[src/rtl/amp_meas_pkg.sv]
// Shared types and defaults for the multi-channel amplitude/offset meter.
// Optional feature macro used by the RTL: AMP_MEAS_PERIOD_EN (period output).
package amp_meas_pkg;

    typedef enum logic [1:0] {
        ST_UNK  = 2'd0,
        ST_LOW  = 2'd1,
        ST_HIGH = 2'd2
    } ch_state_e;

    localparam int W_DEF    = 14;
    localparam int HYST_DEF = 100;
    localparam int TMO_DEF  = 4095;
    localparam int CW_DEF   = 12;

    // Threshold compares and max/min arithmetic use one guard bit so nothing wraps.
    function automatic int cmp_width(input int w);
        return w + 1;
    endfunction

endpackage

[src/rtl/amp_meas_ch.sv]
// One meter channel: hysteresis crossing FSM, per-period max/min, sample counter,
// timeout and published amp/offset. Period register only with AMP_MEAS_PERIOD_EN.
module amp_meas_ch
    import amp_meas_pkg::*;
#(
    parameter int W    = W_DEF,
    parameter int HYST = HYST_DEF,
    parameter int TMO  = TMO_DEF,
    parameter int CW   = CW_DEF
) (
    input  logic                clk,
    input  logic                rst_n,
    input  logic                in_valid,
    input  logic signed [W-1:0] vin,
    output logic        [W-1:0] amp,
    output logic signed [W-1:0] offset,
    output logic                meas_valid,
`ifdef AMP_MEAS_PERIOD_EN
    output logic       [CW-1:0] period,
`endif
    output logic                locked
);

    localparam int XW = cmp_width(W);
    localparam logic signed [XW-1:0] HYST_X   = XW'(HYST);
    localparam logic        [CW-1:0] CNT_MAX  = '1;
    localparam logic        [CW-1:0] TMO_LAST = CW'(TMO - 1);

    ch_state_e state_q, state_d;
    logic                armed_q, armed_d;
    logic signed [W-1:0] max_q, max_d;
    logic signed [W-1:0] min_q, min_d;
    logic       [CW-1:0] cnt_q, cnt_d;
    logic        [W-1:0] amp_q, amp_d;
    logic signed [W-1:0] offset_q, offset_d;
    logic signed [W-1:0] ref_q, ref_d;
    logic                meas_valid_q, meas_valid_d;
    logic                locked_q, locked_d;
`ifdef AMP_MEAS_PERIOD_EN
    logic       [CW-1:0] period_q, period_d;
`endif

    logic signed [XW-1:0] vin_x, ref_x, max_x, min_x;
    logic hi, lo, rc;

    always_comb begin
        vin_x = {vin[W-1], vin};
        ref_x = {ref_q[W-1], ref_q};
        max_x = {max_q[W-1], max_q};
        min_x = {min_q[W-1], min_q};
        hi    = vin_x > (ref_x + HYST_X);
        lo    = vin_x < (ref_x - HYST_X);
        rc    = in_valid && (state_q == ST_LOW) && hi;
    end

    always_comb begin
        state_d      = state_q;
        armed_d      = armed_q;
        max_d        = max_q;
        min_d        = min_q;
        cnt_d        = cnt_q;
        amp_d        = amp_q;
        offset_d     = offset_q;
        ref_d        = ref_q;
        meas_valid_d = 1'b0;
        locked_d     = locked_q;
`ifdef AMP_MEAS_PERIOD_EN
        period_d     = period_q;
`endif
        if (in_valid) begin
            unique case (state_q)
                ST_UNK:  if (lo) state_d = ST_LOW; else if (hi) state_d = ST_HIGH;
                ST_LOW:  if (hi) state_d = ST_HIGH;
                ST_HIGH: if (lo) state_d = ST_LOW;
                default: state_d = ST_UNK;
            endcase
            if (rc) begin
                // The crossing sample itself belongs to the next period, not this one.
                if (armed_q) begin
                    amp_d        = W'($unsigned(max_x - min_x) >> 1);
                    offset_d     = W'((max_x + min_x) >>> 1);
                    ref_d        = W'((max_x + min_x) >>> 1);
                    meas_valid_d = 1'b1;
                    locked_d     = 1'b1;
`ifdef AMP_MEAS_PERIOD_EN
                    period_d     = cnt_q + 1'b1;
`endif
                end
                armed_d = 1'b1;
                max_d   = vin;
                min_d   = vin;
                cnt_d   = '0;
            end else begin
                if (vin > max_q) max_d = vin;
                if (vin < min_q) min_d = vin;
                cnt_d = (cnt_q == CNT_MAX) ? cnt_q : cnt_q + 1'b1;
                if (cnt_q >= TMO_LAST) begin
                    state_d  = ST_UNK;
                    armed_d  = 1'b0;
                    locked_d = 1'b0;
                    ref_d    = '0;
                    cnt_d    = '0;
                end
            end
        end
    end

    always_ff @(posedge clk or negedge rst_n) begin
        if (!rst_n) begin
            state_q      <= ST_UNK;
            armed_q      <= 1'b0;
            max_q        <= '0;
            min_q        <= '0;
            cnt_q        <= '0;
            amp_q        <= '0;
            offset_q     <= '0;
            ref_q        <= '0;
            meas_valid_q <= 1'b0;
            locked_q     <= 1'b0;
`ifdef AMP_MEAS_PERIOD_EN
            period_q     <= '0;
`endif
        end else begin
            state_q      <= state_d;
            armed_q      <= armed_d;
            max_q        <= max_d;
            min_q        <= min_d;
            cnt_q        <= cnt_d;
            amp_q        <= amp_d;
            offset_q     <= offset_d;
            ref_q        <= ref_d;
            meas_valid_q <= meas_valid_d;
            locked_q     <= locked_d;
`ifdef AMP_MEAS_PERIOD_EN
            period_q     <= period_d;
`endif
        end
    end

    assign amp        = amp_q;
    assign offset     = offset_q;
    assign meas_valid = meas_valid_q;
    assign locked     = locked_q;
`ifdef AMP_MEAS_PERIOD_EN
    assign period     = period_q;
`endif

endmodule

[src/rtl/amp_measure_mc.sv]
// Multi-channel amplitude/offset meter: slices the packed sample bus into independent
// channels and packs their results. Optional period output via AMP_MEAS_PERIOD_EN.
module amp_measure_mc
    import amp_meas_pkg::*;
#(
    parameter int W    = W_DEF,
    parameter int NCH  = 3,
    parameter int HYST = HYST_DEF,
    parameter int TMO  = TMO_DEF,
    parameter int CW   = CW_DEF
) (
    input  logic              clk,
    input  logic              rst_n,
    // in_valid has no back-pressure: every cycle it is high, all NCH samples on vin
    // are consumed; cycles with it low are ignored entirely.
    input  logic              in_valid,
    input  logic [NCH*W-1:0]  vin,
    output logic [NCH*W-1:0]  amp,
    output logic [NCH*W-1:0]  offset,
    output logic [NCH-1:0]    meas_valid,
`ifdef AMP_MEAS_PERIOD_EN
    output logic [NCH*CW-1:0] period,
`endif
    output logic [NCH-1:0]    locked
);

    for (genvar c = 0; c < NCH; c++) begin : g_ch
        amp_meas_ch #(
            .W    (W),
            .HYST (HYST),
            .TMO  (TMO),
            .CW   (CW)
        ) u_ch (
            .clk        (clk),
            .rst_n      (rst_n),
            .in_valid   (in_valid),
            .vin        (vin[c*W +: W]),
            .amp        (amp[c*W +: W]),
            .offset     (offset[c*W +: W]),
            .meas_valid (meas_valid[c]),
`ifdef AMP_MEAS_PERIOD_EN
            .period     (period[c*CW +: CW]),
`endif
            .locked     (locked[c])
        );
    end

endmodule

[config.mk]
export PLATFORM = sky130hd
export DESIGN_NAME = amp_measure_mc
export DESIGN_NICKNAME = d
export VERILOG_FILES = /design/src/rtl/amp_meas_pkg.sv /design/src/rtl/amp_meas_ch.sv /design/src/rtl/amp_measure_mc.sv
export SDC_FILE = /design/constraint.sdc
export NUM_CORES = 1
export LEC_CHECK = 0
export CORE_ASPECT_RATIO = 0.5
export CORE_UTILIZATION = 46
export DETAILED_ROUTE_END_ITERATION = 10
export GPL_TIMING_DRIVEN = 0
export RECOVER_POWER = 100
export SLEW_MARGIN = 20
export SYNTH_ARGS = -nofsm -noshare
export SYNTH_HDL_FRONTEND = slang
export SYNTH_SLANG_ARGS = --single-unit
[constraint.sdc]
create_clock -name clk -period 5.1 [get_ports clk]
set_clock_uncertainty 0.15 [all_clocks]
set_input_delay 0.765 -clock clk [delete_from_list [all_inputs] [get_ports clk]]
set_output_delay 0.765 -clock clk [all_outputs]
set_load 0.02 [all_outputs]
## Yosys cells after proc, flatten, opt, wreduce, memory -nomap -nowiden

Index checks and enable logic that the tools add are counted.

| word-level totals | value |
|---|---|
| word-level logic and storage cells | 180 |
| flip-flop bits (word level) | 261 |
| input port bits | 45 |
| output and inout port bits | 90 |

| cells by class | value |
|---|---|
| add/sub/neg operators | 15 |
| equality and inequality tests | 15 |
| $lt $le $gt $ge | 15 |
| muxes and demuxes | 69 |
| reductions and logical operators | 36 |

Operator list:

| kind | count |
|---|---|
| two-way mux 14 bit | 21 |
| two-way mux 12 bit | 9 |
| adder 14 x 14 -> 15 bit | 3 |
| adder 14 x 8 -> 15 bit (second input constant) | 3 |
| greater-than comparator 14 x 15 -> 1 bit | 3 |
| < comparator 14 x 15 -> 1 bit | 3 |
| subtractor 14 x 14 -> 15 bit | 3 |
| subtractor 14 x 8 -> 15 bit (second input constant) | 3 |
| greater-than comparator 14 bit | 3 |
| < comparator 14 bit | 3 |
| adder 12 x 1 -> 12 bit (second input constant) | 3 |
| == test 12 bit (second input constant) | 3 |
| >= comparator 12 bit (second input constant) | 3 |
| two-way mux 2 bit | 15 |
| AND reduction 2 bit | 12 |
| two-way mux 1 bit | 21 |
| one-hot mux 2 bit (3 select lines) | 3 |
| AND reduction 3 bit | 6 |
| nonzero test 2 bit | 9 |
| inequality test 3 x 2 -> 1 bit (second input constant) | 3 |
| == test 2 x 1 -> 1 bit (second input constant) | 3 |
| == test 2 bit (second input constant) | 3 |
| logical AND 1 bit | 6 |
| logical NOT 2 bit | 3 |
| inequality test 2 x 1 -> 1 bit (second input constant) | 3 |

## Depth between registers and ports, before layout

| depth | value |
|---|---|
| depth after elaboration | 7 |
| gate-level depth with buffers | 18 |
| mapped depth without buffers | 17 |

## By module

A second synthesis with hierarchy kept.

| second synthesis, totals | value |
|---|---|
| cells, all modules | 2054 |
| area total of the unflattened synthesis | 19496.2 um^2 |

Modules (own cells, without submodules):

| module | area each (um^2) | instances | seq. area each (um^2) | cells each |
|---|---|---|---|---|
| amp_meas_ch at g_ch[0].u_ch | 6547.5 | 1 | 2177.1 | 678 |
| amp_meas_ch at g_ch[2].u_ch | 6527.5 | 1 | 2177.1 | 691 |
| amp_meas_ch at g_ch[1].u_ch | 6421.2 | 1 | 2177.1 | 685 |

## Worst setup path before layout

No wires, ideal clock.

| timing path | value |
|---|---|
| path type | register to register |
| from | register g_ch[0].u_ch.ref_q[2] |
| to | register g_ch[0].u_ch.min_q[10] |
| period minus slack after synthesis | 3.795 ns |
| buffers on the path | 2 |
| setup slack | 1.305 ns |
| setup time | 0.125 ns |
| data arrival time | 3.520 ns |
| stages on the path, launching flop included | 16 |
| data required time | 4.825 ns |
| cell sequence | dfrtp_1 > ha_1 > a21oi_1 > nand2b_1 > nand2_1 > o21ai_0 > ha_1 > buf_4 > nand3_1 > or4_1 > a31o_2 > nand2_1 > mux2i_4 > o311ai_4 > buf_6 > mux2_4 |

| between the ends | value |
|---|---|
| cells in the longest elaborated chain, start to end | 5 |
| elaborated cells between the ends (all ways) | 6 |
| classes of those cells | 1 x add/sub; 1 x order compare; 1 x mux; 3 x reduce/logical |

RTL lines:

| item | RTL line | RTL |
|---|---|---|
| start: declaration | amp_meas_ch.sv:36 | `logic signed [W-1:0] ref_q, ref_d;` |
| start signal: assignment | amp_meas_ch.sv:131 | `ref_q <= ref_d;` |
| adder 14 x 8 -> 15 bit * | amp_meas_ch.sv:51 | `hi = vin_x > (ref_x + HYST_X);` |
| greater-than comparator 14 x 15 -> 1 bit * | amp_meas_ch.sv:51 |  |
| logical AND 1 bit * | amp_meas_ch.sv:53 | `rc = in_valid && (state_q == ST_LOW) && hi;` |
| nonzero test 2 bit (no source line) | -- |  |
| AND reduction 2 bit (no source line) | -- |  |
| end signal: assignment | amp_meas_ch.sv:127 | `min_q <= min_d;` |
| end: declaration | amp_meas_ch.sv:32 | `logic signed [W-1:0] min_q, min_d;` |

Mark *: on every way between the ends. The rest lies on a longest branch, timed or not.
A chain may end at the register's enable or synchronous reset.

## Worst setup path after layout

| timing path | value |
|---|---|
| from | register g_ch[0].u_ch.ref_q[4] |
| to | register g_ch[0].u_ch.min_q[10] |

Same word-level chain as after synthesis.

==> run_results.csv <==
group,metric,value,unit
critical_path,critical_path.top_delay_family,"simple AND/OR/NAND/NOR gates",
power,ir_worst_vdd,0.0003423,V
cts,cts_made_buffers,28,
cts,htree_levels,1,
critical_path,cp.arrival,5.06,ns
critical_path,crit_type,"reg -> reg",
yosys,synth_seq_cells,261,
routing,wl_per_cell,17.37,um
die,die_y,145.5,um
min_path,holdPathStages,2,
routing,drt_pass1_iterations,7,
cells_and_area,final_util,0.5425,
cells_and_area,nNetsFinal,2536,
die,fp.coreArea,40530,sq um
sta,worstMarginPinSlew,2.299,ns
routing,postRouteAntennaNets,0,
yosys,syn_area_per_cell,9.171,sq um
placement,port_buffers,134,
routing,via_per_inst,5.474,
critical_path,ff2ff_path_depth,15,
die,num_rows,52,
critical_path,start_kind,"register",
die,die_w,289.0,um
sta,setup_viol,0,
cts,cts_sinks,261,
die,die_area,42050,sq um
routing,vias,15299,
critical_path,path_buf_inv,2,
cells_and_area,n_antenna_cell,0,
cts,cts_setup_buffers,0,
yosys,yosysTopAreaCell,"dfrtp_1",
yosys,synth_cells,2066,
cells_and_area,seq_area,6531,sq um
grt,grt_pass1_vias,15065,
power,total_power,15940,uW
cts,cts_root_buf,"clkbuf_16",
yosys,synth_top_area_frac,0.3447,
sta,slew-limit-headroom,-0.5330,
power,p_int,8726,uW
cells_and_area,drive_above_1_share,0.07450,
critical_path,cp.required,5.40,ns
cells_and_area,synthToLayoutAreaGrowth,16.06,%
yosys,async_reset_ff_frac,1.000,
cts,cts_buffer_depth,3,
power,switchingPower,7219,uW
power,swShare,0.4527,
cts,cts_tree,"done",
min_path,min_to,"g_ch[1].u_ch.offset[2]",
grt,grt_usage,0.2339,
yosys,synth_area,18950,sq um
critical_path,cp_slowest_cell,"or4_1",
sta,fmax,0.2101,GHz
cells_and_area,nFillCells,3740,
cts,cts.clk_slew.worst_paths,0.06,ns
status,violations,"capacitance limit, slew limit",
job,maxCapViolations,1,
grt,grt_pass1_wl,79.26,mm
grt,grt_overflow,0,
placement,gp_congestion,0.8547,
critical_path,crit_path_max_incr_delay,0.55,ns
die,initial_core_util,0.4674,
routing,drt_iter0_markers,879,
yosys,yosysWarnings,0,
yosys,synth_seq_area_share,0.3447,
sta,hold_slack,0.3198,ns
grt,grt_max_degree,92,
sta,rsz0062_at_grt,"false",
yosys,synth_common_cells,"dfrtp_1 (261), ha_1 (252), nand2_1 (180), inv_1 (149), o21ai_0 (146)",
yosys,synthTopCellsByArea,"dfrtp_1 (34%), ha_1 (17%), mux2_2 (4.0%)",
grt,antenna_found_initial,0,
sta,min_period_over_period,0.9331,
sta,slew_violations,91,
status,outcome,"finished, violations left",
die,ioPinCount,135,
critical_path,end_kind,"register",
min_path,min_from,"g_ch[1].u_ch.offset[2]",
sta,tns,0,ns
critical_path,crit_top_cell,"nand3_1",
routing,routed_wl,48.54,mm
min_path,worstHoldPathType,"reg -> reg",
power,p_leak,0.01037,uW
power,power_frac_seq,0.233,
placement,dp_hpwl,37.19,mm
yosys,yosysMostFrequentCell,"dfrtp_1",
yosys,synthFlopType,"dfrtp_1",
power,combinationalPowerShare,0.621,
critical_path,timing.rr.end,"g_ch[0].u_ch.min_q[10]",
critical_path,reg2reg_slack,0.34,ns
cells_and_area,multi_input_area,11390,sq um
sta,finalHoldViolCount,0,
yosys,synth_fp_nets,2369,
cts,clock_latency,0.58,ns
yosys,synthDistinctLibCells,79,
power,power.density,725.1,nW/um^2
critical_path,path_cells,"clkbuf_1, nand3_1, nand2_1, and2_0, nand3_1, xor2_1, ha_1, nand3_1, or4_1, a31o_2, nand2_1, mux2i_4, o311ai_2, buf_2, mux2_1",
power,clock_power_share,0.146,
critical_path,rr_startpoint,"g_ch[0].u_ch.ref_q[4]",
sta,period_needed,4.759,ns
critical_path,worstPathMaxFanout,10,
yosys,synth_enable_flop_cells,0,
routing,drc,0,
layout make-up:
class,instances,area share
multi-input cells,1556,0.5178
clock buffers,41,0.03818
inverters,150,0.02578
clock inverters,11,0.008990
plain buffers,99,0.01866
repair buffers,137,0.06282
well taps,540,0.03073
flip-flops and latches,261,0.2970
metrics by stage:
| step | instance area [sq um] | std cells | setup slack [ns] |
|---|---|---|---|
| 6_report | 21990 | 2795 | 0.3413 |
| 5_1_grt | 21990 | 2795 | 0.05315 |
| 4_1_cts | 22090 | 2795 | 0.2500 |
| 3_5_place_dp | 21050 | 2743 | 0.1219 |
| 3_3_place_gp | 20960 | 2740 | -8.816 |
| 2_1_floorplan | 18950 | 2066 | 1.305 |
worst register-to-register path, cell delays in order (launching register included):
cell	delay (ns)
dfrtp_1	0.32
clkbuf_1	0.26
nand3_1	0.17
nand2_1	0.17
and2_0	0.22
nand3_1	0.11
xor2_1	0.17
ha_1	0.30
nand3_1	0.10
or4_1	0.55
a31o_2	0.30
nand2_1	0.22
mux2i_4	0.49
o311ai_2	0.38
buf_2	0.36
mux2_1	0.35
logic make-up after synthesis:
group | count (synthesis) | share of synthesized area
xor+xnor | 134 | 0.06194
compound gates | 499 | 0.1669
simple gates | 579 | 0.1485
buf+inv | 249 | 0.05197
mux | 86 | 0.05323
fa+ha+maj | 258 | 0.1728
flops | 261 | 0.3447
routing by layer:
layer  vias to the layer above  global-route usage  wire [um]
met4                         0             0.03763        752
met2                       262              0.3969      22840
met3                        48             0.02931       1713
li1                       7669                   -          -
met5                         -                   0          0
met1                      7320              0.3235      23240
cells in the final DEF (no fill, tap or decap), types with 40 or more instances in the layout:
cell type,Yosys,routed
nand4_1,40,40
clkdlybuf4s50_1,0,43
nor2_1,123,123
xnor2_1,86,86
nor3_1,49,49
dlygate4sd3_1,0,90
ha_1,252,252
xor2_1,48,48
nand2_1,180,180
a21o_1,59,59
mux2_2,68,68
dfrtp_1,261,261
nand3_1,50,50
a21oi_1,118,118
clkbuf_1,73,82
o21ai_0,146,147
inv_1,149,149
timing repair:
action	in CTS	in global routing
hold buffers	0	0
endpoints found under the setup margin	0	10
resized for setup	0	1
power by group through the flow:
| stage | Sequential, uW | Clock, uW | Combinational [uW] |
|---|---|---|---|
| after floorplan | 3930 | 0 | 7160 |
| after global placement | 3760 | 0 | 9960 |
| after detailed placement | 3770 | 0 | 10100 |
| after CTS | 3740 | 2380 | 10100 |
| after global routing | 3860 | 2470 | 11100 |
| final | 3720 | 2320 | 9900 |
sequential cells by signal, summed over array words and instances (netlist names):
signal                cells
g_ch.u_ch.offset         42
g_ch.u_ch.meas_valid      3
g_ch.u_ch.locked          3
g_ch.u_ch.max_q          42
g_ch.u_ch.armed_q         3
g_ch.u_ch.amp            42
g_ch.u_ch.min_q          42
g_ch.u_ch.cnt_q          36
g_ch.u_ch.ref_q          42
g_ch.u_ch.state_q         6
worst max-delay path by stage:
stage	start	to	slack [ns]	cells after the start
finish	g_ch[0].u_ch.ref_q[4]	g_ch[0].u_ch.min_q[10]	0.34	15
global route	g_ch[2].u_ch.ref_q[2]	g_ch[2].u_ch.ref_q[10]	0.05	18
CTS	g_ch[2].u_ch.ref_q[2]	g_ch[2].u_ch.ref_q[10]	0.25	18
detailed placement	vin[30]	g_ch[2].u_ch.ref_q[10]	0.12	13
global placement	rst_n	g_ch[2].u_ch.amp[0]	-8.82	1
floorplan	g_ch[0].u_ch.ref_q[2]	g_ch[0].u_ch.min_q[10]	1.30	15
Note: power is estimated with default switching activity, not from simulation.
